`config.mk`:
```
export PLATFORM = sky130hd
export DESIGN_NAME = keypad_scanner_flat
export DESIGN_NICKNAME = d
export VERILOG_FILES = /design/src/rtl/keypad_scanner_if.sv /design/src/rtl/keypad_scanner.sv /design/src/flat_wrapper.sv
export SDC_FILE = /design/constraint.sdc
export NUM_CORES = 1
export LEC_CHECK = 0
export BUFFER_PORTS_ARGS = -buffer_cell sky130_fd_sc_hd__buf_2
export CAP_MARGIN = 30
export CORE_ASPECT_RATIO = 1.5
export CORE_MARGIN = 8
export CORE_UTILIZATION = 60
export DETAILED_ROUTE_END_ITERATION = 16
export PLACE_DENSITY = 0.8
export SYNTH_ARGS = -nofsm -noshare
export SYNTH_HDL_FRONTEND = slang
export SYNTH_SLANG_ARGS = --single-unit
```
`constraint.sdc`:
```
create_clock -name clk -period 7.7 [get_ports clk]
set_clock_uncertainty 0.15 [all_clocks]
set_input_delay 0.385 -clock clk [delete_from_list [all_inputs] [get_ports clk]]
set_output_delay 0.385 -clock clk [all_outputs]
set_load 0.005 [all_outputs]
```
`src/rtl/keypad_scanner_if.sv`:
```
// Keypad pin bundle plus the decoded cell-press outputs feeding the game top.
// Latency: none (wires only).
// Backpressure: none; press pulses are fire-and-forget single-cycle strobes.
interface keypad_scanner_if;
    logic [2:0] col_n;      // columns, active-low, bit 0 = left
    logic [2:0] row_n;      // row drive, active-low, bit 0 = top
    logic       a_button;
    logic       b_button;
    logic       c_button;
    logic       d_button;
    logic       e_button;
    logic       f_button;
    logic       g_button;
    logic       h_button;
    logic       i_button;
    logic [3:0] key_code;   // last accepted key 1..9, 0 after reset
    logic       key_held;

    // Scanner side: drives the rows and the decoded outputs.
    modport master (
        input  col_n,
        output row_n,
        output a_button, b_button, c_button, d_button, e_button,
        output f_button, g_button, h_button, i_button,
        output key_code, key_held
    );

    // Board/game side: drives the columns and consumes the decoded outputs.
    modport slave (
        output col_n,
        input  row_n,
        input  a_button, b_button, c_button, d_button, e_button,
        input  f_button, g_button, h_button, i_button,
        input  key_code, key_held
    );
endinterface

```
`src/rtl/keypad_scanner.sv`:
```
// 3x3 keypad row scanner with frame-level debounce; KEYPAD_SYNC_EN adds a 2-flop column synchronizer.
// Latency: press pulse one cycle after the DEBOUNCE_CNT-th matching frame end (+2 with KEYPAD_SYNC_EN).
// Backpressure: none; each accepted press yields exactly one single-cycle pulse, no queuing.
module keypad_scanner #(
    parameter int SCAN_DIV     = 1000,
    parameter int DEBOUNCE_CNT = 4
) (
    input  logic clk,
    input  logic reset,
    keypad_scanner_if.master kp
);
    localparam int SW = $clog2(SCAN_DIV);
    localparam int CW = $clog2(DEBOUNCE_CNT + 1);

    typedef enum logic [1:0] {IDLE, DEBOUNCE, EMIT, WAIT_REL} state_t;

    logic [2:0]    col_s;
    logic [SW-1:0] slot_cnt;
    logic [1:0]    row_sel;
    logic          slot_last;
    logic          frame_end;
    logic [2:0]    row0_hit;
    logic [2:0]    row1_hit;
    logic [8:0]    frame_bits;
    logic [3:0]    frame_code;
    logic [3:0]    hits;
    logic          code_valid;

    state_t        state_q, state_d;
    logic [3:0]    cand_q, cand_d;
    logic [CW-1:0] stable_q, stable_d;
    logic [3:0]    key_code_q, key_code_d;

`ifdef KEYPAD_SYNC_EN
    logic [2:0] sync_q1;
    logic [2:0] sync_q2;

    // Two-stage synchronizer on the asynchronous column inputs (idle = released).
    always_ff @(posedge clk or negedge reset) begin
        if (!reset) begin
            sync_q1 <= 3'b111;
            sync_q2 <= 3'b111;
        end else begin
            sync_q1 <= kp.col_n;
            sync_q2 <= sync_q1;
        end
    end
    assign col_s = sync_q2;
`else
    assign col_s = kp.col_n;
`endif

    assign slot_last = (slot_cnt == SW'(SCAN_DIV - 1));
    assign frame_end = slot_last && (row_sel == 2'd2);

    // Row ring: each row held for SCAN_DIV cycles, stepping 0->1->2->0.
    always_ff @(posedge clk or negedge reset) begin
        if (!reset) begin
            slot_cnt <= '0;
            row_sel  <= 2'd0;
        end else if (slot_last) begin
            slot_cnt <= '0;
            row_sel  <= (row_sel == 2'd2) ? 2'd0 : row_sel + 2'd1;
        end else begin
            slot_cnt <= slot_cnt + SW'(1);
        end
    end

    // Capture rows 0 and 1 on their last slot cycle; row 2 is consumed live at frame end.
    always_ff @(posedge clk or negedge reset) begin
        if (!reset) begin
            row0_hit <= 3'b000;
            row1_hit <= 3'b000;
        end else if (slot_last) begin
            if (row_sel == 2'd0) row0_hit <= ~col_s;
            if (row_sel == 2'd1) row1_hit <= ~col_s;
        end
    end

    assign frame_bits = {~col_s, row1_hit, row0_hit};

    // Reduce the nine key bits to 0 (none), 1..9 (single key) or 15 (multiple keys).
    always_comb begin
        hits       = 4'd0;
        frame_code = 4'd0;
        for (int i = 0; i < 9; i++) begin
            if (frame_bits[i]) begin
                hits       = hits + 4'd1;
                frame_code = 4'(i + 1);
            end
        end
        if (hits > 4'd1) frame_code = 4'd15;
    end

    assign code_valid = (frame_code != 4'd0) && (frame_code != 4'd15);

    // FSM state, candidate key, stable-frame counter and accepted key code.
    always_ff @(posedge clk or negedge reset) begin
        if (!reset) begin
            state_q    <= IDLE;
            cand_q     <= 4'd0;
            stable_q   <= '0;
            key_code_q <= 4'd0;
        end else begin
            state_q    <= state_d;
            cand_q     <= cand_d;
            stable_q   <= stable_d;
            key_code_q <= key_code_d;
        end
    end

    // Next-state: debounce presses and releases one frame at a time.
    always_comb begin
        state_d    = state_q;
        cand_d     = cand_q;
        stable_d   = stable_q;
        key_code_d = key_code_q;
        case (state_q)
            IDLE: begin
                if (frame_end && code_valid) begin
                    cand_d = frame_code;
                    if (DEBOUNCE_CNT == 1) begin
                        state_d    = EMIT;
                        stable_d   = '0;
                        key_code_d = frame_code;
                    end else begin
                        state_d  = DEBOUNCE;
                        stable_d = CW'(1);
                    end
                end
            end
            DEBOUNCE: begin
                if (frame_end) begin
                    if (frame_code == cand_q) begin
                        if (stable_q + CW'(1) == CW'(DEBOUNCE_CNT)) begin
                            state_d    = EMIT;
                            stable_d   = '0;
                            key_code_d = cand_q;
                        end else begin
                            stable_d = stable_q + CW'(1);
                        end
                    end else if (code_valid) begin
                        cand_d   = frame_code;
                        stable_d = CW'(1);
                    end else begin
                        state_d  = IDLE;
                        stable_d = '0;
                    end
                end
            end
            EMIT: begin
                state_d  = WAIT_REL;
                stable_d = '0;
            end
            WAIT_REL: begin
                if (frame_end) begin
                    if (frame_code == 4'd0) begin
                        if (stable_q + CW'(1) == CW'(DEBOUNCE_CNT)) begin
                            state_d  = IDLE;
                            stable_d = '0;
                        end else begin
                            stable_d = stable_q + CW'(1);
                        end
                    end else begin
                        stable_d = '0;
                    end
                end
            end
            default: begin
                state_d  = IDLE;
                stable_d = '0;
            end
        endcase
    end

    // Outputs: row drive, one-hot press pulse during EMIT, held flag and key code.
    always_comb begin
        case (row_sel)
            2'd0:    kp.row_n = 3'b110;
            2'd1:    kp.row_n = 3'b101;
            default: kp.row_n = 3'b011;
        endcase
        kp.a_button = (state_q == EMIT) && (cand_q == 4'd1);
        kp.b_button = (state_q == EMIT) && (cand_q == 4'd2);
        kp.c_button = (state_q == EMIT) && (cand_q == 4'd3);
        kp.d_button = (state_q == EMIT) && (cand_q == 4'd4);
        kp.e_button = (state_q == EMIT) && (cand_q == 4'd5);
        kp.f_button = (state_q == EMIT) && (cand_q == 4'd6);
        kp.g_button = (state_q == EMIT) && (cand_q == 4'd7);
        kp.h_button = (state_q == EMIT) && (cand_q == 4'd8);
        kp.i_button = (state_q == EMIT) && (cand_q == 4'd9);
        kp.key_held = (state_q == EMIT) || (state_q == WAIT_REL);
        kp.key_code = key_code_q;
    end
endmodule
```
`src/flat_wrapper.sv`:
```
// flat-port wrapper written by rule: the top's interface ports become plain ports
module keypad_scanner_flat 
#(
    parameter int SCAN_DIV     = 1000,
    parameter int DEBOUNCE_CNT = 4
)
  (clk, reset, kp_col_n, kp_row_n, kp_a_button, kp_b_button, kp_c_button, kp_d_button, kp_e_button, kp_f_button, kp_g_button, kp_h_button, kp_i_button, kp_key_code, kp_key_held);
  keypad_scanner_if kp_i ();
  input  logic clk;
  input  logic reset;
  input wire logic [$bits(kp_i.col_n)-1:0] kp_col_n;
  output wire logic [$bits(kp_i.row_n)-1:0] kp_row_n;
  output wire logic [$bits(kp_i.a_button)-1:0] kp_a_button;
  output wire logic [$bits(kp_i.b_button)-1:0] kp_b_button;
  output wire logic [$bits(kp_i.c_button)-1:0] kp_c_button;
  output wire logic [$bits(kp_i.d_button)-1:0] kp_d_button;
  output wire logic [$bits(kp_i.e_button)-1:0] kp_e_button;
  output wire logic [$bits(kp_i.f_button)-1:0] kp_f_button;
  output wire logic [$bits(kp_i.g_button)-1:0] kp_g_button;
  output wire logic [$bits(kp_i.h_button)-1:0] kp_h_button;
  output wire logic [$bits(kp_i.i_button)-1:0] kp_i_button;
  output wire logic [$bits(kp_i.key_code)-1:0] kp_key_code;
  output wire logic [$bits(kp_i.key_held)-1:0] kp_key_held;
  assign kp_i.col_n = kp_col_n;
  assign kp_row_n = kp_i.row_n;
  assign kp_a_button = kp_i.a_button;
  assign kp_b_button = kp_i.b_button;
  assign kp_c_button = kp_i.c_button;
  assign kp_d_button = kp_i.d_button;
  assign kp_e_button = kp_i.e_button;
  assign kp_f_button = kp_i.f_button;
  assign kp_g_button = kp_i.g_button;
  assign kp_h_button = kp_i.h_button;
  assign kp_i_button = kp_i.i_button;
  assign kp_key_code = kp_i.key_code;
  assign kp_key_held = kp_i.key_held;
  keypad_scanner #(.SCAN_DIV(SCAN_DIV), .DEBOUNCE_CNT(DEBOUNCE_CNT)) u_core (.clk(clk), .reset(reset), .kp(kp_i));
endmodule
```
==> flow_metrics.env <==
export IMPL_status="complete, no violations"
export IMPL_swShare=0.229
export IMPL_fmax_mhz=161
export IMPL_finalSetupViolations=0
export IMPL_synth_seq_cells=31
export IMPL_yosys_top_cells_count="dfrtp_1 (31), nand2_1 (29), nor2_1 (29)"
export IMPL_drc=0
export IMPL_synth_edf_count=0
export IMPL_drive_gt1_frac=0.181
export IMPL_cap_violations=0
export IMPL_p_clk_frac=0.460
export IMPL_fin_util=0.677
export IMPL_syn_nets=313
export IMPL_place_congestion=0.887
export IMPL_ant_nets=0
export IMPL_root_buffer="clkbuf_8"
export IMPL_fin_crit_ns=6.23
export IMPL_peakVddDrop_v=0.000182
export IMPL_power_leakage_nw=1.37
export IMPL_initial_utilization=0.622
export IMPL_placed_cells=347
export IMPL_worst_pin_slew_ns=0.695
export IMPL_post_place_ws_ns=1.52
export IMPL_wl_mm=5.66
export IMPL_cp_data_required_time_ns=7.72
export IMPL_grt_pass1_vias=2239
export IMPL_grt_pass1_wl_mm=10.1
export IMPL_synth_warnings=0
export IMPL_first_pass_iters=4
export IMPL_grt_start_max_net_pins=32
export IMPL_synth_most_common_cell="dfrtp_1"
export IMPL_port_buffers=21
export IMPL_dp_hpwl_mm=4.24
export IMPL_crit_fanout=7
export IMPL_dieWidth_microns=69.9
export IMPL_yosysTopAreaCell="dfrtp_1"
export IMPL_synth_area_top_cells="dfrtp_1 (30%), ha_1 (7.2%), xnor2_1 (4.7%), nand2_1 (4.2%), nor2_1 (4.2%)"
export IMPL_synth_cell_types=63
export IMPL_h_tree_depth=2
export IMPL_comb_power_share=0.072
export IMPL_synth_seq_area_share=0.296
export IMPL_power_total_mw=0.348
export IMPL_max_slew_margin=0.537
export IMPL_clock_sinks=31
export IMPL_finalSetupTns_ns=0
export IMPL_cp_arrival_ns=6.25
export IMPL_power_per_cell_area_mw_per_mm2=122
export IMPL_wl_per_cell_microns=15.9
export IMPL_insertion_delay_ns=0.29
export IMPL_syn_area_sq_mm=0.00262
export IMPL_cp_end_kind="flip-flop"
export IMPL_rsz0062_at_grt="no"
export IMPL_antenna_found_initial=0
export IMPL_numCtsBuffers=5
export IMPL_design_area_sq_mm=0.00285
export IMPL_post_cts_buffers=0
export IMPL_whs_ns=0.240
export IMPL_final_net_count=329
export IMPL_fin_cells=356
export IMPL_die_area_sq_mm=0.00678
export IMPL_antenna_cells=0
export IMPL_area_growth_pct=8.84
export IMPL_path_class="reg -> reg"
export IMPL_cts_max_path_buffers=2
export IMPL_power_frac_seq=0.468
export IMPL_hold_class="in -> reg"
export IMPL_layout_setup_ws_ns=1.47
export IMPL_core_sq_mm=0.00421
export IMPL_vias=2140
export IMPL_fin_crit_sh=0.808
export IMPL_cts_tree="built"
export IMPL_avgSynthCellArea_sq_um=8.93
export IMPL_yosysTopAreaCellShare=0.296
export IMPL_rows=29
export IMPL_grt_total_usage=0.173
export IMPL_intPower_mw=0.268
export IMPL_viasPerCell=6.01
export IMPL_grt_remaining_overflow=0
export IMPL_finalHoldViolCount=0
export IMPL_drt_iter0_drc=128
export IMPL_synthFlopType="dfrtp_1"
export IMPL_die_h_microns=96.9
export IMPL_pin_count=22
export IMPL_async_reset_ff_frac=1.00
export IMPL_syn_inst=293
export IMPL_ctsResizeCount=0
export IMPL_switchingPower_mw=0.0795
export IMPL_timing_final_max_slew_violations=0
export IMPL_postPlaceCellArea_sq_mm=0.00273
export IMPL_path_clk_slew_ns=0.07
export IMPL_start_kind="flip-flop"
[critical path: stages, from the launching register on]
cell and delay (ns):
dfrtp_1 0.41, inv_1 0.09, ha_1 0.40, xor2_1 0.20, ha_1 0.32, nand2b_1 0.16, o21ai_0 0.13, xnor2_1 0.21
a21oi_1 0.10, ha_1 0.31, a22oi_1 0.37, xnor2_1 0.16, a21oi_1 0.09, ha_1 0.27, nor2b_1 0.15, a21oi_1 0.13
o21a_1 0.17, inv_1 0.05, ha_1 0.20, xnor2_1 0.20, xnor2_1 0.14, a32oi_1 0.12, or3_4 0.44, mux2i_4 0.26
mux2i_2 0.37, nand4_2 0.20, mux2_2 0.31
[metal layers]
layer | up-vias | part of all wire | track usage
met1 | 1027 | 0.41 | 0.195
met4 | 0 | 0.025 | 0.0776
met3 | 14 | 0.030 | 0.0327
met2 | 38 | 0.54 | 0.303
met5 | - | 0 | 0
li1 | 1061 | - | -
[power groups by stage]
stage / Clock, mW / Sequential (mW) / Combinational (mW)
floorplan: 0 / 0.166 / 0.0175
global placement: 0 / 0.166 / 0.0241
detailed placement: 0 / 0.166 / 0.0246
CTS: 0.164 / 0.163 / 0.0253
global route: 0.169 / 0.163 / 0.0286
finish: 0.160 / 0.163 / 0.0251
[final timing paths]
path	startpoint	end	slack (ns)	depth (start not counted)
max	u_core.row0_hit[0]	u_core.kp.key_code[3]	1.47	26
min	kp_col_n[2]	u_core.row0_hit[2]	0.24	2
max reg2reg	u_core.row0_hit[0]	u_core.kp.key_code[3]	1.47	26
min reg2reg	u_core.slot_cnt[8]	u_core.slot_cnt[8]	0.34	1
max in group asynchronous	reset	u_core.stable_q[1]	6.41	2
min in group asynchronous	reset	u_core.row0_hit[0]	0.53	2
[layout make-up]
cell class / count / area (sq um)
tap: 46 / 57.6
fill: 349 / 1360
clock buffer: 5 / 68.8
multi-input combinational: 231 / 1720
inverter: 17 / 65.1
clock inverter: 3 / 43.8
timing repair buffer: 23 / 123
sequential: 31 / 776
[cell usage in the layout, fill, tap and decap left out, types with 2 or more instances in the layout]
cell type,synthesis,final
buf_2,4,21
mux2_2,5,5
o21a_1,3,3
xnor2_1,14,14
o21ai_0,13,13
a21boi_0,2,2
and3_1,3,3
o211ai_1,2,2
clkinv_2,1,2
nand4_1,8,8
or3_1,3,3
nand3_1,10,10
nor2b_1,5,5
xor2_1,8,8
nor4_1,3,3
inv_1,16,16
mux2i_1,3,3
a21oi_1,15,15
nand2b_1,6,6
mux2_4,2,2
a22o_1,3,3
nor2_1,29,29
clkbuf_8,0,5
o31ai_1,3,3
dfrtp_1,31,31
ha_1,15,15
a31oi_1,2,2
nor3_1,8,8
nand2_1,29,29
a21o_1,2,2
o211a_1,3,3
a221oi_1,2,2
[logic make-up (layout without fill, tap and decap cells)]
| family | after synthesis | count (layout) | share of synthesized area |
|---|---|---|---|
| AOI/OAI and AO/OA | 62 | 62 | 0.181 |
| xor gates and xnor gates | 27 | 27 | 0.115 |
| adders and majority gates | 15 | 15 | 0.0717 |
| buffers and inverters | 31 | 48 | 0.0483 |
| DFF | 31 | 31 | 0.296 |
| muxes | 13 | 13 | 0.0684 |
| and+or+nand+nor | 114 | 114 | 0.219 |
[state kept, by name (all words and copies together), names as in the netlist, named ones only]
| register | flops |
|---|---|
| u_core.slot_cnt | 10 |
| u_core.cand_q | 4 |
| u_core.kp.key_code | 4 |
| u_core.row0_hit | 3 |
| u_core.row1_hit | 3 |
| u_core.stable_q | 3 |
| u_core.row_sel | 2 |
| u_core.state_q | 1 |
[repair_timing]
item	4_1_cts	5_1_grt
hold buffers	1	0
hold endpoints to repair	24	0
endpoints found under the setup margin	0	0
Note: power is estimated with default switching activity, not from simulation.
